===== src/rtl/boreal_adc_frame_rx_if.sv =====
// Bus bundle for the ADC frame receiver: SPI pins towards the ADC plus the
// per-channel word beat and status strobes towards the cursor top level.
interface boreal_adc_frame_rx_if;
    logic        en;
    logic        drdy_n;
    logic        miso;
    logic        cs_n;
    logic        sclk;
    logic [23:0] raw_adc_out;
    logic [2:0]  adc_channel_sel;
    logic        adc_data_ready;
    logic        frame_done;
    logic        hdr_err;
    logic        overrun;
    logic [7:0]  err_count;
    logic        busy;

    // Receiver side: drives the SPI master pins and the word beat.
    modport master (
        input  en, drdy_n, miso,
        output cs_n, sclk, raw_adc_out, adc_channel_sel, adc_data_ready,
               frame_done, hdr_err, overrun, err_count, busy
    );

    // ADC / environment side.
    modport slave (
        output en, drdy_n, miso,
        input  cs_n, sclk, raw_adc_out, adc_channel_sel, adc_data_ready,
               frame_done, hdr_err, overrun, err_count, busy
    );
endinterface


===== src/rtl/boreal_adc_frame_rx.sv =====
// SPI frame receiver for the 8-channel EEG ADC. On a data-ready fall it reads
// one status word plus NUM_CH channel words (24 bits each, MSB first), checks
// the status header and emits each channel word as a one-cycle beat.
module boreal_adc_frame_rx #(
    parameter int unsigned CLK_DIV = 4,
    parameter int unsigned NUM_CH  = 8
) (
    input  logic                  clk,
    input  logic                  rst_n,
    boreal_adc_frame_rx_if.master bus
);

    typedef enum logic [2:0] {
        S_IDLE,
        S_SETUP,
        S_HIGH,
        S_LOW,
        S_HOLD,
        S_GAP
    } state_t;

    localparam logic [7:0] DIV_LAST  = 8'(CLK_DIV - 1);
    localparam logic [3:0] LAST_WORD = 4'(NUM_CH);
    localparam logic [4:0] LAST_BIT  = 5'd23;
    localparam logic [3:0] HDR_MAGIC = 4'hC;

    // drdy_n synchronizer and edge detector
    logic sync1_q, sync2_q, dly_q;
    logic drdy_fall;

    // FSM and datapath state
    state_t      state_q, state_d;
    logic [7:0]  div_q, div_d;
    logic [4:0]  bit_q, bit_d;
    logic [3:0]  word_q, word_d;
    logic [23:0] shift_q, shift_d;
    logic        last_bit_q, last_bit_d;
    logic        word_done_q, word_done_d;
    logic        frame_bad_q, frame_bad_d;

    // Registered outputs
    logic        cs_n_q, cs_n_d;
    logic        sclk_q, sclk_d;
    logic        busy_q, busy_d;
    logic [23:0] raw_q, raw_d;
    logic [2:0]  sel_q, sel_d;
    logic        rdy_q, rdy_d;
    logic        done_q, done_d;
    logic        hdr_err_q, hdr_err_d;
    logic        overrun_q, overrun_d;
    logic [7:0]  err_q, err_d;

    logic div_end;

    // Two-flop synchronizer plus one delay flop for falling-edge detection
    always_ff @(posedge clk) begin
        if (!rst_n) begin
            sync1_q <= 1'b1;
            sync2_q <= 1'b1;
            dly_q   <= 1'b1;
        end else begin
            sync1_q <= bus.drdy_n;
            sync2_q <= sync1_q;
            dly_q   <= sync2_q;
        end
    end

    assign drdy_fall = dly_q & ~sync2_q;
    assign div_end   = (div_q == DIV_LAST);

    // State, counters and registered outputs
    always_ff @(posedge clk) begin
        if (!rst_n) begin
            state_q     <= S_IDLE;
            div_q       <= '0;
            bit_q       <= '0;
            word_q      <= '0;
            shift_q     <= '0;
            last_bit_q  <= 1'b0;
            word_done_q <= 1'b0;
            frame_bad_q <= 1'b0;
            cs_n_q      <= 1'b1;
            sclk_q      <= 1'b0;
            busy_q      <= 1'b0;
            raw_q       <= '0;
            sel_q       <= '0;
            rdy_q       <= 1'b0;
            done_q      <= 1'b0;
            hdr_err_q   <= 1'b0;
            overrun_q   <= 1'b0;
            err_q       <= '0;
        end else begin
            state_q     <= state_d;
            div_q       <= div_d;
            bit_q       <= bit_d;
            word_q      <= word_d;
            shift_q     <= shift_d;
            last_bit_q  <= last_bit_d;
            word_done_q <= word_done_d;
            frame_bad_q <= frame_bad_d;
            cs_n_q      <= cs_n_d;
            sclk_q      <= sclk_d;
            busy_q      <= busy_d;
            raw_q       <= raw_d;
            sel_q       <= sel_d;
            rdy_q       <= rdy_d;
            done_q      <= done_d;
            hdr_err_q   <= hdr_err_d;
            overrun_q   <= overrun_d;
            err_q       <= err_d;
        end
    end

    // Next-state, bit capture, word processing and error accounting
    always_comb begin
        state_d     = state_q;
        div_d       = div_q;
        bit_d       = bit_q;
        word_d      = word_q;
        shift_d     = shift_q;
        last_bit_d  = last_bit_q;
        word_done_d = 1'b0;
        frame_bad_d = frame_bad_q;
        raw_d       = raw_q;
        sel_d       = sel_q;
        rdy_d       = 1'b0;
        done_d      = 1'b0;
        hdr_err_d   = 1'b0;
        overrun_d   = 1'b0;
        err_d       = err_q;

        case (state_q)
            S_IDLE: begin
                div_d = '0;
                if (drdy_fall && bus.en) begin
                    state_d     = S_SETUP;
                    bit_d       = '0;
                    word_d      = '0;
                    last_bit_d  = 1'b0;
                    frame_bad_d = 1'b0;
                end
            end
            S_SETUP: begin
                if (div_end) begin
                    state_d = S_HIGH;
                    div_d   = '0;
                end else begin
                    div_d = div_q + 8'd1;
                end
            end
            S_HIGH: begin
                if (div_end) begin
                    shift_d = {shift_q[22:0], bus.miso};
                    state_d = S_LOW;
                    div_d   = '0;
                    if (bit_q == LAST_BIT) begin
                        bit_d       = '0;
                        word_done_d = 1'b1;
                        if (word_q == LAST_WORD) begin
                            last_bit_d = 1'b1;
                        end
                    end else begin
                        bit_d = bit_q + 5'd1;
                    end
                end else begin
                    div_d = div_q + 8'd1;
                end
            end
            S_LOW: begin
                if (div_end) begin
                    state_d = last_bit_q ? S_HOLD : S_HIGH;
                    div_d   = '0;
                end else begin
                    div_d = div_q + 8'd1;
                end
            end
            S_HOLD: begin
                if (div_end) begin
                    state_d = S_GAP;
                    div_d   = '0;
                    done_d  = 1'b1;
                end else begin
                    div_d = div_q + 8'd1;
                end
            end
            S_GAP: begin
                if (div_end) begin
                    state_d = S_IDLE;
                    div_d   = '0;
                end else begin
                    div_d = div_q + 8'd1;
                end
            end
            default: begin
                state_d = S_IDLE;
                div_d   = '0;
            end
        endcase

        // A completed word is handled one cycle after its last bit lands; the
        // word index advances here so it still names the finished word.
        if (word_done_q) begin
            if (word_q == '0) begin
                if (shift_q[23:20] != HDR_MAGIC) begin
                    hdr_err_d   = 1'b1;
                    frame_bad_d = 1'b1;
                end
            end else if (!frame_bad_q) begin
                raw_d = shift_q;
                sel_d = 3'(word_q - 4'd1);
                rdy_d = 1'b1;
            end
            if (word_q != LAST_WORD) begin
                word_d = word_q + 4'd1;
            end
        end

        if (drdy_fall && (state_q != S_IDLE)) begin
            overrun_d = 1'b1;
        end

        if ((hdr_err_q || overrun_q) && (err_q != 8'hFF)) begin
            err_d = err_q + 8'd1;
        end

        cs_n_d = !((state_d == S_SETUP) || (state_d == S_HIGH) ||
                   (state_d == S_LOW)   || (state_d == S_HOLD));
        sclk_d = (state_d == S_HIGH);
        busy_d = (state_d != S_IDLE);
    end

    assign bus.cs_n            = cs_n_q;
    assign bus.sclk            = sclk_q;
    assign bus.busy            = busy_q;
    assign bus.raw_adc_out     = raw_q;
    assign bus.adc_channel_sel = sel_q;
    assign bus.adc_data_ready  = rdy_q;
    assign bus.frame_done      = done_q;
    assign bus.hdr_err         = hdr_err_q;
    assign bus.overrun         = overrun_q;
    assign bus.err_count       = err_q;

endmodule

===== src/flat_wrapper.sv =====
// flat-port wrapper written by rule: the top's interface ports become plain ports
module boreal_adc_frame_rx_flat 
#(
    parameter int unsigned CLK_DIV = 4,
    parameter int unsigned NUM_CH  = 8
)
  (clk, rst_n, bus_en, bus_drdy_n, bus_miso, bus_cs_n, bus_sclk, bus_raw_adc_out, bus_adc_channel_sel, bus_adc_data_ready, bus_frame_done, bus_hdr_err, bus_overrun, bus_err_count, bus_busy);
  boreal_adc_frame_rx_if bus_i ();
  input  logic clk;
  input  logic rst_n;
  input wire logic [$bits(bus_i.en)-1:0] bus_en;
  input wire logic [$bits(bus_i.drdy_n)-1:0] bus_drdy_n;
  input wire logic [$bits(bus_i.miso)-1:0] bus_miso;
  output wire logic [$bits(bus_i.cs_n)-1:0] bus_cs_n;
  output wire logic [$bits(bus_i.sclk)-1:0] bus_sclk;
  output wire logic [$bits(bus_i.raw_adc_out)-1:0] bus_raw_adc_out;
  output wire logic [$bits(bus_i.adc_channel_sel)-1:0] bus_adc_channel_sel;
  output wire logic [$bits(bus_i.adc_data_ready)-1:0] bus_adc_data_ready;
  output wire logic [$bits(bus_i.frame_done)-1:0] bus_frame_done;
  output wire logic [$bits(bus_i.hdr_err)-1:0] bus_hdr_err;
  output wire logic [$bits(bus_i.overrun)-1:0] bus_overrun;
  output wire logic [$bits(bus_i.err_count)-1:0] bus_err_count;
  output wire logic [$bits(bus_i.busy)-1:0] bus_busy;
  assign bus_i.en = bus_en;
  assign bus_i.drdy_n = bus_drdy_n;
  assign bus_i.miso = bus_miso;
  assign bus_cs_n = bus_i.cs_n;
  assign bus_sclk = bus_i.sclk;
  assign bus_raw_adc_out = bus_i.raw_adc_out;
  assign bus_adc_channel_sel = bus_i.adc_channel_sel;
  assign bus_adc_data_ready = bus_i.adc_data_ready;
  assign bus_frame_done = bus_i.frame_done;
  assign bus_hdr_err = bus_i.hdr_err;
  assign bus_overrun = bus_i.overrun;
  assign bus_err_count = bus_i.err_count;
  assign bus_busy = bus_i.busy;
  boreal_adc_frame_rx #(.CLK_DIV(CLK_DIV), .NUM_CH(NUM_CH)) u_core (.clk(clk), .rst_n(rst_n), .bus(bus_i));
endmodule

===== config.mk =====
export PLATFORM = sky130hd
export DESIGN_NAME = boreal_adc_frame_rx_flat
export DESIGN_NICKNAME = d
export VERILOG_FILES = /design/src/rtl/boreal_adc_frame_rx_if.sv /design/src/rtl/boreal_adc_frame_rx.sv /design/src/flat_wrapper.sv
export SDC_FILE = /design/constraint.sdc
export NUM_CORES = 1
export LEC_CHECK = 0
export BUFFER_PORTS_ARGS = -buffer_cell sky130_fd_sc_hd__buf_2
export CORE_ASPECT_RATIO = 1.2
export CORE_UTILIZATION = 47
export DETAILED_ROUTE_END_ITERATION = 10
export PLACE_DENSITY = 0.71
export SLEW_MARGIN = 15
export SYNTH_ARGS = -nofsm -noshare
export SYNTH_HDL_FRONTEND = slang
export SYNTH_SLANG_ARGS = --single-unit
export TNS_END_PERCENT = 50

===== constraint.sdc =====
create_clock -name clk -period 5.09 [get_ports clk]
set_input_delay 0 -clock clk [delete_from_list [all_inputs] [get_ports clk]]
set_output_delay 0 -clock clk [all_outputs]
set_load 0.01 [all_outputs]

== Word level (Yosys, flattened, before mapping) ==
Cells that the tools add are included.

* Magnitude comparators: 0
* Divide/modulo/power cells: 0
* $mul: 0
* Multiplexer cells: 31
* Add/subtract/negate cells: 5
* Shift operators: 0
* Bitwise gates (word level): 7
* Reductions and logical operators: 23
* Equality and inequality tests: 19

{| class="wikitable"
|+ Operators by type and width
! kind !! count
|-
| $mux W3 || 7
|-
| $pmux W3 S6 || 1
|-
| $add A8 B1 Y8 const B || 2
|-
| $mux W4 || 4
|-
| $mux W5 || 3
|-
| $mux W1 || 14
|-
| $eq A3 B2 Y1 const B || 4
|-
| $reduce_and A3 Y1 || 4
|-
| $pmux W5 S2 || 1
|-
| $eq A3 B3 Y1 const B || 3
|-
| $eq A8 B2 Y1 const B || 1
|-
| $ne A2 B1 Y1 const B || 4
|-
| $ne A4 B4 Y1 const B || 2
|-
| $ne A8 B8 Y1 const B || 1
|-
| $eq A3 B1 Y1 const B || 2
|-
| $not A1 Y1 || 6
|-
| $reduce_bool A3 Y1 || 2
|-
| $reduce_or A3 Y1 || 2
|-
| $add A5 B1 Y5 const B || 1
|-
| $eq A5 B5 Y1 const B || 1
|-
| $reduce_and A5 Y1 || 1
|-
| $reduce_or A5 Y1 || 1
|-
| $add A4 B1 Y4 const B || 1
|-
| $eq A4 B4 Y1 const B || 1
|-
| 10 further kinds || 16
|}

* Memory bits (writable): 0
* Bits in registers: 92
* Word-level logic and storage cells: 106
* Memories kept: 0
* Input bits: 5
* Bits in latches: 0
* ROM bits: 0

== Depth between registers and ports, before layout ==
* Word-level depth: 10
* Mapped depth: 8
* Depth with buffers taken out: 6

== Worst setup path before layout ==
OpenSTA, ideal clock, no wires.

* Path kind: reg2reg
* Start: register u_core.div_q[0]
* End: register u_core.bit_q[3]
* Clock period less this slack: 1.877 ns
* Arrival: 1.797 ns
* Data required time: 5.010 ns
* Slack: 3.213 ns
* Path buffers: 1
* Setup time: 0.080 ns
* Cell stages (with the launch flop): 7
* Cell sequence: dfxtp_1 -> ha_1 -> nor3b_1 -> nand3_1 -> buf_6 -> a211o_1 -> a211oi_2

* Longest elaborated chain between the ends: 3

{| class="wikitable"
|+ RTL lines
! item !! line !! RTL
|-
| start: declaration || boreal_adc_frame_rx.sv:33 || <nowiki>logic [7:0] div_q, div_d;</nowiki>
|-
| start signal: assignment || boreal_adc_frame_rx.sv:94 || <nowiki>div_q <= div_d;</nowiki>
|-
| $eq A8 B2 Y1 || boreal_adc_frame_rx.sv:69 || <nowiki>assign div_end = (div_q == DIV_LAST);</nowiki>
|-
| $ne A2 B1 Y1 (no line) || n/a ||
|-
| $reduce_and A3 Y1 (no line) || n/a ||
|-
| end signal: assignment || boreal_adc_frame_rx.sv:95 || <nowiki>bit_q <= bit_d;</nowiki>
|-
| end: declaration || boreal_adc_frame_rx.sv:34 || <nowiki>logic [4:0] bit_q, bit_d;</nowiki>
|}

No other way between the ends.
A chain may end at the register's enable or synchronous reset.

== Worst setup path after layout ==
* Start: register u_core.div_q[0]
* End: register u_core.bit_q[4]

The elaborated chain is that of the path after synthesis.

==> flow_summary.html <==
<table>
<tr><th>Metric</th><th>Value</th></tr>
<tr><th colspan="2">Status</th></tr>
<tr><td>Status</td><td>finished, final reports clean</td></tr>
<tr><th colspan="2">Synth</th></tr>
<tr><td>Distinct cell type count of the synthesized netlist</td><td>54</td></tr>
<tr><td>Leading cell type by number of instances after synthesis</td><td>nand2_1</td></tr>
<tr><td>Cell accounting for the most synthesized area</td><td>dfxtp_1</td></tr>
<tr><td>Syn_area_per_cell</td><td>8.44 um^2</td></tr>
<tr><td>Synthesized Nets</td><td>438</td></tr>
<tr><td>Adder-Cell Fraction of Synth Area</td><td>0.0173</td></tr>
<tr><td>Proportion of synthesized chip area in sequential cells</td><td>0.510</td></tr>
<tr><td>Gate count of the mapped netlist</td><td>428</td></tr>
<tr><td>Post-synth EDFFs</td><td>0</td></tr>
<tr><td>Ys Warns</td><td>0</td></tr>
<tr><td>#FFs+latches synth</td><td>92</td></tr>
<tr><td>Largest family of logic cells by synthesized area</td><td>simple AND/OR/NAND/NOR gates</td></tr>
<tr><td>Async SR Flop Fraction</td><td>0</td></tr>
<tr><td>Top flip-flop cell by instance count after synthesis</td><td>dfxtp_1</td></tr>
<tr><td>Post-synthesis cell area</td><td>3610 um^2</td></tr>
<tr><td>Portion of synthesized cell area occupied by the leading cell type</td><td>0.510</td></tr>
<tr><td>XOR/XNOR Fraction of Synth Area</td><td>0.0242</td></tr>
<tr><td>Simple-Gate Fraction of Synth Area</td><td>0.256</td></tr>
<tr><td>Compound-gate portion of the synthesized area</td><td>0.149</td></tr>
<tr><td>Post-synthesis mux area share</td><td>0.00277</td></tr>
<tr><td>Cell types with the highest counts after synthesis</td><td>nand2_1 (117), dfxtp_1 (92), a21oi_1 (59)</td></tr>
<tr><td>Top cells by area in the synthesized netlist</td><td>dfxtp_1 (51%), nand2_1 (12%), a21oi_1 (8.2%), nor2_1 (2.4%), ha_1 (1.7%)</td></tr>
<tr><th colspan="2">Place</th></tr>
<tr><td>Final weighted congestion in routability-driven placement</td><td>0.768</td></tr>
<tr><td>HPWL after detailed placement</td><td>4460 um</td></tr>
<tr><td>Number of buffers added on ports</td><td>46</td></tr>
<tr><td>Pre-CTS setup slack</td><td>2120 ps</td></tr>
<tr><th colspan="2">Power</th></tr>
<tr><td>Cell internal pwr</td><td>0.909 mW</td></tr>
<tr><td>LEAKAGE</td><td>1.49 nW</td></tr>
<tr><td>Worst-case vdd ir drop</td><td>0.000143 V</td></tr>
<tr><td>Portion of total power attributed to sequential cells</td><td>0.610</td></tr>
<tr><td>Switching power total</td><td>0.276 mW</td></tr>
<tr><td>Power Dens Cells</td><td>292 nW/um^2</td></tr>
<tr><td>Switching part of the total power</td><td>0.233</td></tr>
<tr><td>Clock share of power</td><td>0.371</td></tr>
<tr><td>Portion of total power attributed to combinational logic</td><td>0.019</td></tr>
<tr><td>Power Total</td><td>1.19 mW</td></tr>
<tr><th colspan="2">Clock network</th></tr>
<tr><td>Clock tree from TritonCTS</td><td>yes</td></tr>
<tr><td>Clock sink count</td><td>92</td></tr>
<tr><td>H-tree Lvls</td><td>3</td></tr>
<tr><td>Clock latency at the later pin of the worst-skew pair</td><td>360 ps</td></tr>
<tr><td>Number of buffers on the longest clock path</td><td>2</td></tr>
<tr><td>Clock root buffer</td><td>clkbuf_8</td></tr>
<tr><td>Register clock-pin slew on the reported worst setup and hold paths</td><td>90 ps</td></tr>
<tr><td>Clock buffer count from CTS</td><td>9</td></tr>
<tr><th colspan="2">Detailed routing</th></tr>
<tr><td>Pre-Repair DR Iteration Count</td><td>4</td></tr>
<tr><td>Final routed DRC violation total</td><td>0</td></tr>
<tr><td>Total via count in the routed design</td><td>2961</td></tr>
<tr><td>Final routed wirelength across all metal layers</td><td>6690 um</td></tr>
<tr><td>Drt first-iter violations</td><td>139</td></tr>
<tr><td>Wirelength per Cell</td><td>12.0 um</td></tr>
<tr><td>Number of nets with antenna violations after detailed routing</td><td>0</td></tr>
<tr><td>Vias/cell</td><td>5.29</td></tr>
<tr><th colspan="2">Critical path</th></tr>
<tr><td>Data required time at the worst endpoint</td><td>5380 ps</td></tr>
<tr><td>R2R setup slack</td><td>2090 ps</td></tr>
<tr><td>Critical path startpoint</td><td>u_core.div_q[0]</td></tr>
<tr><td>CP Max Fanout</td><td>29</td></tr>
<tr><td>Arr. time, crit path</td><td>3290 ps</td></tr>
<tr><td>Crit-path cells</td><td>ha_1 &gt; nor3b_1 &gt; nand3_1 &gt; or4b_1 &gt; a21oi_1</td></tr>
<tr><td>Endpoint class of the critical path</td><td>flop</td></tr>
<tr><td>CP max-delay cell</td><td>nand3_1</td></tr>
<tr><td>CP max stage delay</td><td>900 ps</td></tr>
<tr><td>Type of the worst setup path</td><td>flop to flop</td></tr>
<tr><td>Source of the worst register-to-register timing path</td><td>u_core.div_q[0]</td></tr>
<tr><td>Buffers and inverters on the worst path</td><td>0</td></tr>
<tr><td>Critical path startpoint category</td><td>flop</td></tr>
<tr><td>Kind of cell adding the most delay to the critical path</td><td>simple AND/OR/NAND/NOR gates</td></tr>
<tr><th colspan="2">Hold path</th></tr>
<tr><td>Worst hold-check path type</td><td>input port to flop</td></tr>
<tr><td>Source of the worst hold timing path</td><td>bus_en</td></tr>
<tr><th colspan="2">Timing</th></tr>
<tr><td>Smallest setup slack after layout</td><td>2090 ps</td></tr>
<tr><td>Pins over their slew limit</td><td>0</td></tr>
<tr><td>RSZ-0062 raised after global routing</td><td>false</td></tr>
<tr><td>Period Utilization, post-route</td><td>0.590</td></tr>
<tr><td>Time the final worst path needs with I/O delays and setup</td><td>3000 ps</td></tr>
<tr><td>Max frequency</td><td>333 MHz</td></tr>
<tr><td>Final Setup Violations</td><td>0</td></tr>
<tr><td>Setup Total Neg Slack</td><td>0 ps</td></tr>
<tr><td>Worst setup skew after layout</td><td>16.7 ps</td></tr>
<tr><td>Worst-case headroom to the max-slew limit</td><td>0.250</td></tr>
<tr><td>Tightest hold margin</td><td>231 ps</td></tr>
<tr><td>Worst Max-Slew Pin Slew</td><td>1120 ps</td></tr>
<tr><td>Final Hold Vio Count</td><td>0</td></tr>
<tr><th colspan="2">Floorplanning</th></tr>
<tr><td>Chip Height</td><td>98.1 um</td></tr>
<tr><td>Initial core utilization</td><td>0.491</td></tr>
<tr><td>I/O pin cnt</td><td>47</td></tr>
<tr><td>Core Area</td><td>7360 um^2</td></tr>
<tr><td>Std cell rows</td><td>34</td></tr>
<tr><td>Die outline width</td><td>82.0 um</td></tr>
<tr><td>Area of the die</td><td>8040 um^2</td></tr>
<tr><th colspan="2">Cells and area</th></tr>
<tr><td>Layout area overhead</td><td>12.2%</td></tr>
<tr><td>Area used by multi-input combinational logic</td><td>1630 um^2</td></tr>
<tr><td>Fill cell instance count of the final layout</td><td>684</td></tr>
<tr><td>Share of layout cells above drive strength 1</td><td>0.160</td></tr>
<tr><td>Net count, final</td><td>475</td></tr>
<tr><td>Register area</td><td>1840 um^2</td></tr>
<tr><td>Antenna cell count</td><td>0</td></tr>
<tr><th colspan="2">Global route</th></tr>
<tr><td>Largest net degree at the start of global routing</td><td>68</td></tr>
<tr><td>Number of antenna violations at the first check in global routing</td><td>0</td></tr>
<tr><td>Total global-route track usage</td><td>0.183</td></tr>
<tr><td>Number of global-route vias before repair</td><td>2742</td></tr>
<tr><td>Total overflow reported by the global router</td><td>0</td></tr>
<tr><td>Global-route wire length before repair</td><td>11600 um</td></tr>
<tr><th colspan="2">Flow run</th></tr>
<tr><td>Number of max-cap violations</td><td>0</td></tr>
</table>
## per-stage QoR
stage                     cells  instance area [um^2]   util
final                       560                  4050  0.551
after global routing        560                  4050  0.551
after CTS                   560                  4050  0.551
after detailed placement    540                  3840  0.521
after global placement      540                  3840  0.521
after floorplan             428                  3610      -
## tightest hold or removal path: stages
cell	delay, ps
buf_2	100
nand2_1	70
nor3_1	110
nor3_1	190
nor4b_1	70
## metal layers
metal  vias to the layer above  GRT usage  share of wire
met5                         -          0              0
met2                        42      0.317           0.49
met4                         0     0.0891          0.010
li1                       1527          -              -
met3                         4     0.0336          0.027
met1                      1388      0.211           0.48
## layout by cell type, fill, tap and decap left out, types with 3 or more instances in the layout
cell / netlist / routed
nor2b_1: 3 / 3
clkinvlp_4: 0 / 3
dfxtp_1: 92 / 92
o21ai_0: 7 / 7
xnor2_1: 6 / 6
or3_1: 3 / 3
nor3_1: 3 / 3
nand3_1: 9 / 9
a211oi_1: 3 / 3
and4_1: 3 / 3
a21oi_1: 59 / 59
nand4_1: 5 / 5
and3_1: 3 / 3
nor2_1: 23 / 23
o21a_1: 3 / 3
nand2b_1: 7 / 7
nor3b_1: 4 / 4
or2_2: 3 / 3
nand2_1: 117 / 117
dlygate4sd3_1: 0 / 4
a31oi_1: 3 / 3
ha_1: 5 / 5
inv_1: 7 / 6
xor2_1: 4 / 4
clkbuf_8: 0 / 9
buf_2: 2 / 46
## power by group through the flow
stage	clock, mW	sequential, mW	combinational [mW]
2_1_floorplan	0	0.740	0.0150
3_3_place_gp	0	0.740	0.0198
3_5_place_dp	0	0.740	0.0200
4_1_cts	0.452	0.723	0.0224
5_1_grt	0.478	0.723	0.0249
6_report	0.440	0.723	0.0222
## area by class of cell
| cell class | count | share of cell area |
|---|---|---|
| inverter | 7 | 0.00648 |
| sequential | 92 | 0.454 |
| clock inverter | 6 | 0.0120 |
| multi-input combinational | 305 | 0.401 |
| clock buffer | 10 | 0.0315 |
| timing repair buffer | 50 | 0.0667 |
| tap | 90 | 0.0278 |
## logic make-up after synthesis
logic type               after synthesis
multiplexers                           1
adder cells (fa/ha/maj)                5
AND/OR/NAND/NOR                      197
XOR/XNOR                              10
AO/OA/AOI/OAI                         92
flip-flops                            92
buffers and inverters                 31
## state kept, by name, indices dropped and copies added, names as in the netlist, 3 cells and up, named ones only
register and flops:
u_core.bit_q 5, u_core.bus.adc_channel_sel 3, u_core.bus.err_count 8, u_core.bus.raw_adc_out 24, u_core.div_q 8, u_core.shift_q 24, u_core.state_q 3, u_core.word_q 3
## final timing paths
kind,to,cells past startpoint
worst min register to register,u_core.sync2_q,1
worst max-delay path,u_core.bit_q[4],5
worst max register to register,u_core.bit_q[4],5
worst min-delay path,u_core.bit_q[0],5
## what timing repair did
action                    in CTS  in global routing
hold buffers                   4                  0
hold endpoints to repair       4                  0
resized for setup              0                  0
buffers inserted               0                  0
No activity file was read; power rests on OpenSTA's default activity.
